$ cat config.mk
export PLATFORM = sky130hd
export DESIGN_NAME = rename_stage
export DESIGN_NICKNAME = d
export VERILOG_FILES = /design/src/rtl/riscv_pkg.sv /design/src/rtl/rename_stage_free_list.sv /design/src/rtl/rename_stage.sv
export SDC_FILE = /design/constraint.sdc
export NUM_CORES = 1
export LEC_CHECK = 0
export ABC_AREA = 1
export CAP_MARGIN = 20
export CELL_PAD_IN_SITES_DETAIL_PLACEMENT = 2
export CELL_PAD_IN_SITES_GLOBAL_PLACEMENT = 2
export CORE_MARGIN = 1
export CORE_UTILIZATION = 36
export DETAILED_ROUTE_END_ITERATION = 12
export GPL_ROUTABILITY_DRIVEN = 0
export PLACE_DENSITY_LB_ADDON = 0.1
export RECOVER_POWER = 100
export SYNTH_ARGS = -nofsm -noshare
export SYNTH_HDL_FRONTEND = slang
export SYNTH_SLANG_ARGS = --single-unit
export TNS_END_PERCENT = 1
$ cat constraint.sdc
create_clock -name clk_i -period 4.3 [get_ports clk_i]
set_clock_uncertainty 0.05 [all_clocks]
set_input_delay 0.86 -clock clk_i [delete_from_list [all_inputs] [get_ports clk_i]]
set_output_delay 0.86 -clock clk_i [all_outputs]
set_load 0.05 [all_outputs]
$ cat src/rtl/riscv_pkg.sv
// riscv_pkg: register-file sizing and index types shared by the rename slice.
package riscv_pkg;
    localparam int NUM_A_REGS = 32;
    localparam int NUM_P_REGS = 64;
    localparam int AREG_W = $clog2(NUM_A_REGS);
    localparam int PREG_W = $clog2(NUM_P_REGS);
    localparam int FL_DEPTH = NUM_P_REGS - NUM_A_REGS;
    localparam int FL_W = $clog2(FL_DEPTH);
    typedef logic [AREG_W-1:0] areg_t;
    typedef logic [PREG_W-1:0] preg_t;
endpackage

$ cat src/rtl/rename_stage_free_list.sv
// free_list: circular preg FIFO with up to 2 pops and 2 pushes per cycle.
module free_list
    import riscv_pkg::*;
(
    input  logic              clk,
    input  logic              rst,
    input  logic [1:0]        pops,
    input  logic              push0,
    input  logic              push1,
    input  logic [PREG_W-1:0] preg0,
    input  logic [PREG_W-1:0] preg1,
    output logic [PREG_W-1:0] head0,
    output logic [PREG_W-1:0] head1,
    output logic [PREG_W-1:0] count
);
    preg_t           mem [FL_DEPTH];
    logic [FL_W-1:0] head;
    logic [FL_W-1:0] tail;
    logic            v0;
    logic            v1;

    // preg 0 is the hardwired x0 mapping and must never re-enter the pool
    assign v0 = push0 && preg0 != '0;
    assign v1 = push1 && preg1 != '0;
    assign head0 = mem[head];
    assign head1 = mem[head + FL_W'(1)];

    always_ff @(posedge clk) begin
        if (rst) begin
            for (int i = 0; i < FL_DEPTH; i++) mem[i] <= PREG_W'(FL_DEPTH + i);
            head  <= '0;
            tail  <= '0;
            count <= PREG_W'(FL_DEPTH);
        end else begin
            if (v0) mem[tail] <= preg0;
            if (v1) mem[tail + FL_W'(v0)] <= preg1;
            head  <= head + FL_W'(pops);
            tail  <= tail + FL_W'(v0) + FL_W'(v1);
            count <= count - PREG_W'(pops) + PREG_W'(v0) + PREG_W'(v1);
        end
    end

    no_overflow: assert property (@(posedge clk) disable iff (rst)
        (7'(count) + 7'(v0) + 7'(v1)) <= 7'(FL_DEPTH));
    no_underflow: assert property (@(posedge clk) disable iff (rst)
        7'(pops) <= 7'(count));
endmodule

$ cat src/rtl/rename_stage.sv
// rename_stage: 2-wide RAT rename with intra-bundle bypass and a registered output bundle.
module rename_stage
    import riscv_pkg::*;
(
    input  logic              clk_i,
    input  logic              rst_i,
    input  logic              valid_i,
    output logic              ready_o,
    input  logic              wen0_i,
    input  logic              wen1_i,
    input  logic [AREG_W-1:0] rd0_i,
    input  logic [AREG_W-1:0] rs10_i,
    input  logic [AREG_W-1:0] rs20_i,
    input  logic [AREG_W-1:0] rd1_i,
    input  logic [AREG_W-1:0] rs11_i,
    input  logic [AREG_W-1:0] rs21_i,
    output logic              valid_o,
    input  logic              ready_i,
    output logic [PREG_W-1:0] prd0_o,
    output logic [PREG_W-1:0] prs10_o,
    output logic [PREG_W-1:0] prs20_o,
    output logic [PREG_W-1:0] old_prd0_o,
    output logic [PREG_W-1:0] prd1_o,
    output logic [PREG_W-1:0] prs11_o,
    output logic [PREG_W-1:0] prs21_o,
    output logic [PREG_W-1:0] old_prd1_o,
    input  logic              free0_i,
    input  logic              free1_i,
    input  logic [PREG_W-1:0] free_preg0_i,
    input  logic [PREG_W-1:0] free_preg1_i
);
    preg_t             rat [NUM_A_REGS];
    logic [PREG_W-1:0] fl_head0;
    logic [PREG_W-1:0] fl_head1;
    logic [PREG_W-1:0] fl_count;
    logic              accept;
    logic              alloc0;
    logic              alloc1;
    logic              dup_rd;
    logic [1:0]        pops;
    preg_t             prd0;
    preg_t             prd1;
    preg_t             prs10;
    preg_t             prs20;
    preg_t             prs11;
    preg_t             prs21;
    preg_t             old0;
    preg_t             old1;

    free_list u_free_list (
        .clk   (clk_i),
        .rst   (rst_i),
        .pops  (pops),
        .push0 (free0_i),
        .push1 (free1_i),
        .preg0 (free_preg0_i),
        .preg1 (free_preg1_i),
        .head0 (fl_head0),
        .head1 (fl_head1),
        .count (fl_count)
    );

    assign ready_o = (fl_count >= PREG_W'(2)) && (!valid_o || ready_i);
    assign accept  = valid_i && ready_o;
    assign alloc0  = wen0_i && rd0_i != '0;
    assign alloc1  = wen1_i && rd1_i != '0;
    assign dup_rd  = alloc0 && rd1_i == rd0_i;
    assign pops    = accept ? {1'b0, alloc0} + {1'b0, alloc1} : 2'd0;

    // slot 1 sees slot 0 as if it had already renamed; slot 0 never sees slot 1
    always_comb begin
        prd0  = alloc0 ? fl_head0 : '0;
        prd1  = alloc1 ? (alloc0 ? fl_head1 : fl_head0) : '0;
        prs10 = rs10_i == '0 ? '0 : rat[rs10_i];
        prs20 = rs20_i == '0 ? '0 : rat[rs20_i];
        prs11 = rs11_i == '0 ? '0 : (alloc0 && rs11_i == rd0_i) ? prd0 : rat[rs11_i];
        prs21 = rs21_i == '0 ? '0 : (alloc0 && rs21_i == rd0_i) ? prd0 : rat[rs21_i];
        old0  = alloc0 ? rat[rd0_i] : '0;
        old1  = alloc1 ? (dup_rd ? prd0 : rat[rd1_i]) : '0;
    end

    always_ff @(posedge clk_i) begin
        if (rst_i) begin
            for (int i = 0; i < NUM_A_REGS; i++) rat[i] <= PREG_W'(i);
            valid_o    <= 1'b0;
            prd0_o     <= '0;
            prs10_o    <= '0;
            prs20_o    <= '0;
            old_prd0_o <= '0;
            prd1_o     <= '0;
            prs11_o    <= '0;
            prs21_o    <= '0;
            old_prd1_o <= '0;
        end else if (accept) begin
            if (alloc0) rat[rd0_i] <= prd0;
            if (alloc1) rat[rd1_i] <= prd1;
            valid_o    <= 1'b1;
            prd0_o     <= prd0;
            prs10_o    <= prs10;
            prs20_o    <= prs20;
            old_prd0_o <= old0;
            prd1_o     <= prd1;
            prs11_o    <= prs11;
            prs21_o    <= prs21;
            old_prd1_o <= old1;
        end else if (ready_i) begin
            valid_o <= 1'b0;
        end
    end
endmodule

## Yosys cells after proc, flatten, opt, wreduce, memory -nomap -nowiden

Memory sizes are Yosys's and may differ from the RTL's. A register that Yosys moved wholly into a read port is not among the register bits.
Index checks and enable logic that the tools add are counted.

- Shift operators: 0
- Add/subtract/negate cells: 8
- Bitwise logic cells: 0
- Multiply operators: 0
- Equal/unequal tests: 3
- Reductions and logical operators: 24
- Order comparisons: 1
- Multiplexer cells: 44
- Divide/modulo/power cells: 0

Operator list:

| cell | count |
|---|---|
| $mux W6 | 16 |
| $mux W5 | 5 |
| $reduce_or A6 Y1 | 4 |
| $mux W1 | 22 |
| $logic_not A5 Y1 | 4 |
| $eq A5 B5 Y1 | 3 |
| $add A6 B1 Y6 | 2 |
| $reduce_bool A6 Y1 | 2 |
| $add A5 B1 Y5 | 2 |
| $reduce_bool A5 Y1 | 2 |
| $logic_and A1 B1 Y1 | 9 |
| $ge A6 B2 Y1 const B | 1 |
| $sub A6 B2 Y6 | 1 |
| $add A5 B1 Y5 const B | 1 |
| $add A5 B2 Y5 | 1 |
| $add A1 B1 Y2 | 1 |
| $mux W2 | 1 |
| $reduce_bool A2 Y1 | 1 |
| $logic_not A1 Y1 | 1 |
| $logic_or A1 B1 Y1 | 1 |

- Bits of input ports: 50
- Output and inout port bits: 50
- Bits in writable memories: 384
- Memory bits (read-only): 0
- Bits in latches: 0
- Memories kept: 2
- Flip-flop bits (word level): 65

Memories:

| name | depth | width | rd ports | clocked after memory_dff | write ports | line | RTL |
|---|---|---|---|---|---|---|---|
| rat | 32 | 6 | 6 | 0 | 32 | rename_stage.sv:32 | `preg_t rat [NUM_A_REGS];` |
| u_free_list.mem | 32 | 6 | 2 | 1 | 32 | rename_stage_free_list.sv:16 | `preg_t mem [FL_DEPTH];` |

## Longest topological paths before layout

- Depth after elaboration: 9
- Depth in mapped cells: 20
- Mapped depth without buffers: 18

## Hierarchy

A second synthesis with hierarchy kept.

- Cells, all modules: 5944
- Area, all modules: 37148.1 um^2

By module, submodules not included:

| module | times used | cells each | sequential area each (um^2) | area each (um^2) |
|---|---|---|---|---|
| rename_stage | 1 | 3678 | 6746.5 | 22001.1 |
| free_list | 1 | 2266 | 6085.8 | 15147.0 |

## Worst setup path after synthesis

Ideal clock, no wire load.

- Path kind: input to register
- From: input port rd0_i[1]
- To: register u_free_list.count[4]
- Slack: 0.433 ns
- Data required time: 4.180 ns
- Arrival: 3.747 ns
- Path buffers: 2
- Stages: 20
- Cells stage by stage: buf_2 nor2_4 inv_2 o21ai_2 inv_2 buf_1 ha_1 inv_1 nor2_1 ha_1 inv_1 fa_1 fa_1 nand2_1 inv_1 nor2_1 nor2_1 nor2_1 o21ai_0 a21oi_1

- Cells in the longest elaborated chain, start to end: 7

RTL lines:

| item | line | RTL |
|---|---|---|
| start, declared | rename_stage.sv:11 | `input logic [AREG_W-1:0] rd0_i,` |
| $reduce_bool A5 Y1 | rename_stage.sv:65 | `assign alloc0 = wen0_i && rd0_i != '0;` |
| $logic_and A1 B1 Y1 | rename_stage.sv:65 |  |
| $add A1 B1 Y2 | rename_stage.sv:68 | `assign pops = accept ? {1'b0, alloc0} + {1'b0, alloc1} : 2'd0;` |
| $mux W2 | rename_stage.sv:68 |  |
| $sub A6 B2 Y6 | rename_stage_free_list.sv:39 | `count <= count - PREG_W'(pops) + PREG_W'(v0) + PREG_W'(v1);` |
| $add A6 B1 Y6 (2 in a row) | rename_stage_free_list.sv:39 |  |
| end signal, assigned | rename_stage_free_list.sv:33 | `count <= PREG_W'(FL_DEPTH);` |
| end signal, assigned | rename_stage_free_list.sv:39 |  |
| end, declared | rename_stage_free_list.sv:14 | `output logic [PREG_W-1:0] count` |

Every way passes these cells.
A chain may end at the register's enable or synchronous reset.

## Worst setup path after layout

- From: input port rd0_i[1]
- To: register old_prd0_o[2]

- Cells in the longest elaborated chain, start to end: 3

RTL lines:

| item | line | RTL |
|---|---|---|
| branches (longest 2 deep; another with $mem_v2 Z32 W6) | n/a |  |
| $mux W6 (*) | rename_stage.sv:78 | `old0 = alloc0 ? rat[rd0_i] : '0;` |
| end signal, assigned | rename_stage.sv:101 | `old_prd0_o <= old0;` |
| end, declared | rename_stage.sv:22 | `output logic [PREG_W-1:0] old_prd0_o,` |

Every way passes the cells marked *.

==> impl_metrics.ini <==
[run_status]
status = finished, violations left
failed_checks = max-capacitance violations, max-slew violations

[floorplan]
dieArea_mm2 = 0.0989
num_rows = 114
core_area_mm2 = 0.0967
dieHeight_um = 314
initial_core_util = 0.363
die_w_um = 314
ios = 100

[grt]
gr-usage-all-layers = 0.413
antenna_found_initial = 9
grt_pass1_wl_mm = 298
grt_pass1_vias = 42851
grt_max_degree = 105
grt_overflow = 0

[cts]
cts_num_sinks = 449
clk_pin_slew_worst_paths_ns = 0.06
root_buffer = clkbuf_16
clkLatencyLatePin_ns = 0.71
cts_max_path_buffers = 3
cts_hold_buf = 0
cts_tree = done
post_cts_buffers = 0
cts-htree-levels = 2
cts_made_buffers = 56
ctsResizeCount = 0

[sta]
setup_viol = 0
setup_ws_ns = 0.0575
worstMarginPinSlew_ns = 2.27
min_period_over_period = 0.987
maxSlewHeadroom = -0.514
timing.hold.ws_ns = 0.413
hold_violations = 0
post-route-min-period_ns = 4.24
max_freq_mhz = 236
rsz0062_at_grt = false
finalMaxSlewViolations = 84

[cells_and_area]
final_common_cell = nand2_1
area_growth_pct = 13.1
final_cell_mix = nand2_1 (1357), nand3_1 (879), o21ai_0 (771), inv_1 (542), edfxtp_1 (384)
drive_gt1_frac = 0.0671
fin_nets = 5368
stdcell_count = 6626
stdcell_area_mm2 = 0.0397

[synth]
async_flop_share = 0
synth_enable_flop_cells = 384
yosysWarnings = 0
synth_seq_cells = 449
synth.area.top_cells = edfxtp_1 (33%), nand2_1 (15%), nand3_1 (12%)
synth_top_area_frac = 0.328
yosys.area.top_type = edfxtp_1
postSynthCellCount = 5303
seq_area_frac_synth = 0.365
synthDistinctLibCells = 48
syn_area_per_cell_um2 = 6.63
synthesis.area_mm2 = 0.0351
synth_top_flop_cell = edfxtp_1

[critical_path]
cp-start-kind = input pin
path_delay_family = buffers and inverters
cp-end-kind = register
cpPeakStageDelay_ns = 1.32
path_class = input pin to register
worst-path-max-fanout = 49
crit_buf_inv = 4
cpMostUsedCell = o21ai_0
cp.arrival_ns = 4.73
cpMaxStageDelayCell = clkbuf_2
crit_chain = clkdlybuf4s50_1 -> nor2_1 -> inv_2 -> clkbuf_2 -> o22ai_1 -> o21ai_0 -> nand4_1 -> o21ai_0 -> buf_4 -> nand2_1
crit_required_ns = 4.79

[route]
avgRoutedWirePerCell_um = 31.4
dr.pass1.iters = 5
antenna_left = 0
drc_errors = 0
wl_mm = 208
drtIter0Drc = 5105
routed_via_density = 6.39
num_vias = 42345

[pwr]
power_leakage_nw = 16.7
power.density_mw_per_mm2 = 372
finalPower_mw = 14.8
vdd_drop_max_mv = 0.340

[hold_path]
hold_path_class = register to register

[place]
dpl_worst_slack_ns = -0.125
place.detailed.hpwl_mm = 152
dp.cells = 6517
port_buffers = 99
place_area_mm2 = 0.0381

[flow_run]
maxCapViolations = 2
cell usage after synthesis, types with 4 or more instances:
master / instances
nand3_1: 876
buf_4: 8
nand3_2: 4
nor2_1: 221
dfxtp_1: 65
nor3_1: 20
o211ai_1: 40
buf_2: 86
clkbuf_1: 250
nand2_2: 4
o21ai_2: 19
o2111ai_1: 12
ha_1: 16
inv_1: 541
o22ai_1: 162
nand4_1: 17
nor2_4: 4
a21oi_2: 10
o21ai_0: 705
o21ai_1: 65
edfxtp_1: 384
xnor2_1: 9
buf_1: 36
buf_6: 20
nand2_1: 1359
o21a_1: 12
inv_2: 20
a21oi_1: 294
clkinv_1: 4
xor2_1: 7
sequential cells by signal, summed over array words and instances (netlist names), 6 cells and up:
register	count
rat	192
u_free_list.mem	192
old_prd0_o	6
old_prd1_o	6
prd0_o	6
prd1_o	6
prs10_o	6
prs11_o	6
prs20_o	6
prs21_o	6
u_free_list.count	6
metal layers:
metal,vias up,share of wire,global-route usage
met4,2,0.054,0.202
met5,-,0.000077,0
li1,17953,-,-
met1,21522,0.41,0.555
met2,2305,0.43,0.628
met3,563,0.11,0.0854
power breakdown:
group          internal (mW)  total, mW  switching, mW
clock                   2.90       5.09           2.19
combinational           1.16       4.52           3.35
sequential              4.93       5.17          0.241
path summary, 6_finish.rpt:
path	from	to	slack, ns	depth (start not counted)
worst max register to register	u_free_list.head[0]$_SDFF_PP0_	rat[13][3]$_DFFE_PP_	0.24	15
worst max-delay path	rd0_i[1]	old_prd0_o[2]$_SDFFE_PP0N_	0.06	10
worst min-delay path	prs21_o[3]$_SDFFE_PP0N_	prs21_o[3]$_SDFFE_PP0N_	0.41	2
worst min register to register	prs21_o[3]$_SDFFE_PP0N_	prs21_o[3]$_SDFFE_PP0N_	0.41	2
worst min-delay path, delay by kind of cell, from the launching register on:
kind | cells | cell delay, ns
AO/OA/AOI/OAI | 1 | 0.05
flip-flops | 1 | 0.30
AND/OR/NAND/NOR | 1 | 0.06
through the flow:
step	util	setup TNS [ns]
2_1_floorplan	-	0
3_3_place_gp	0.393	-0.0185
3_5_place_dp	0.394	-0.245
4_1_cts	0.414	0
5_1_grt	0.411	0
6_report	0.411	0
cells by family after synthesis:
kind of cell	Yosys count	synth area share
compound gates	1323	0.202
buf+inv	967	0.112
xor+xnor	19	0.00538
simple gates	2525	0.308
fa+ha+maj	19	0.00741
other cells	1	0.000107
flops	449	0.365
final cells by class:
| class | count | area, um^2 |
|---|---|---|
| Fill cell | 11694 | 57000 |
| Antenna cell | 3 | 7.51 |
| Sequential cell | 449 | 12800 |
| Clock buffer | 74 | 1500 |
| Inverter | 566 | 2130 |
| Multi-Input combinational cell | 3892 | 18300 |
| Timing Repair Buffer | 334 | 2910 |
| Clock inverter | 32 | 427 |
| Tap cell | 1276 | 1600 |
(Power assumes the default switching activity.)
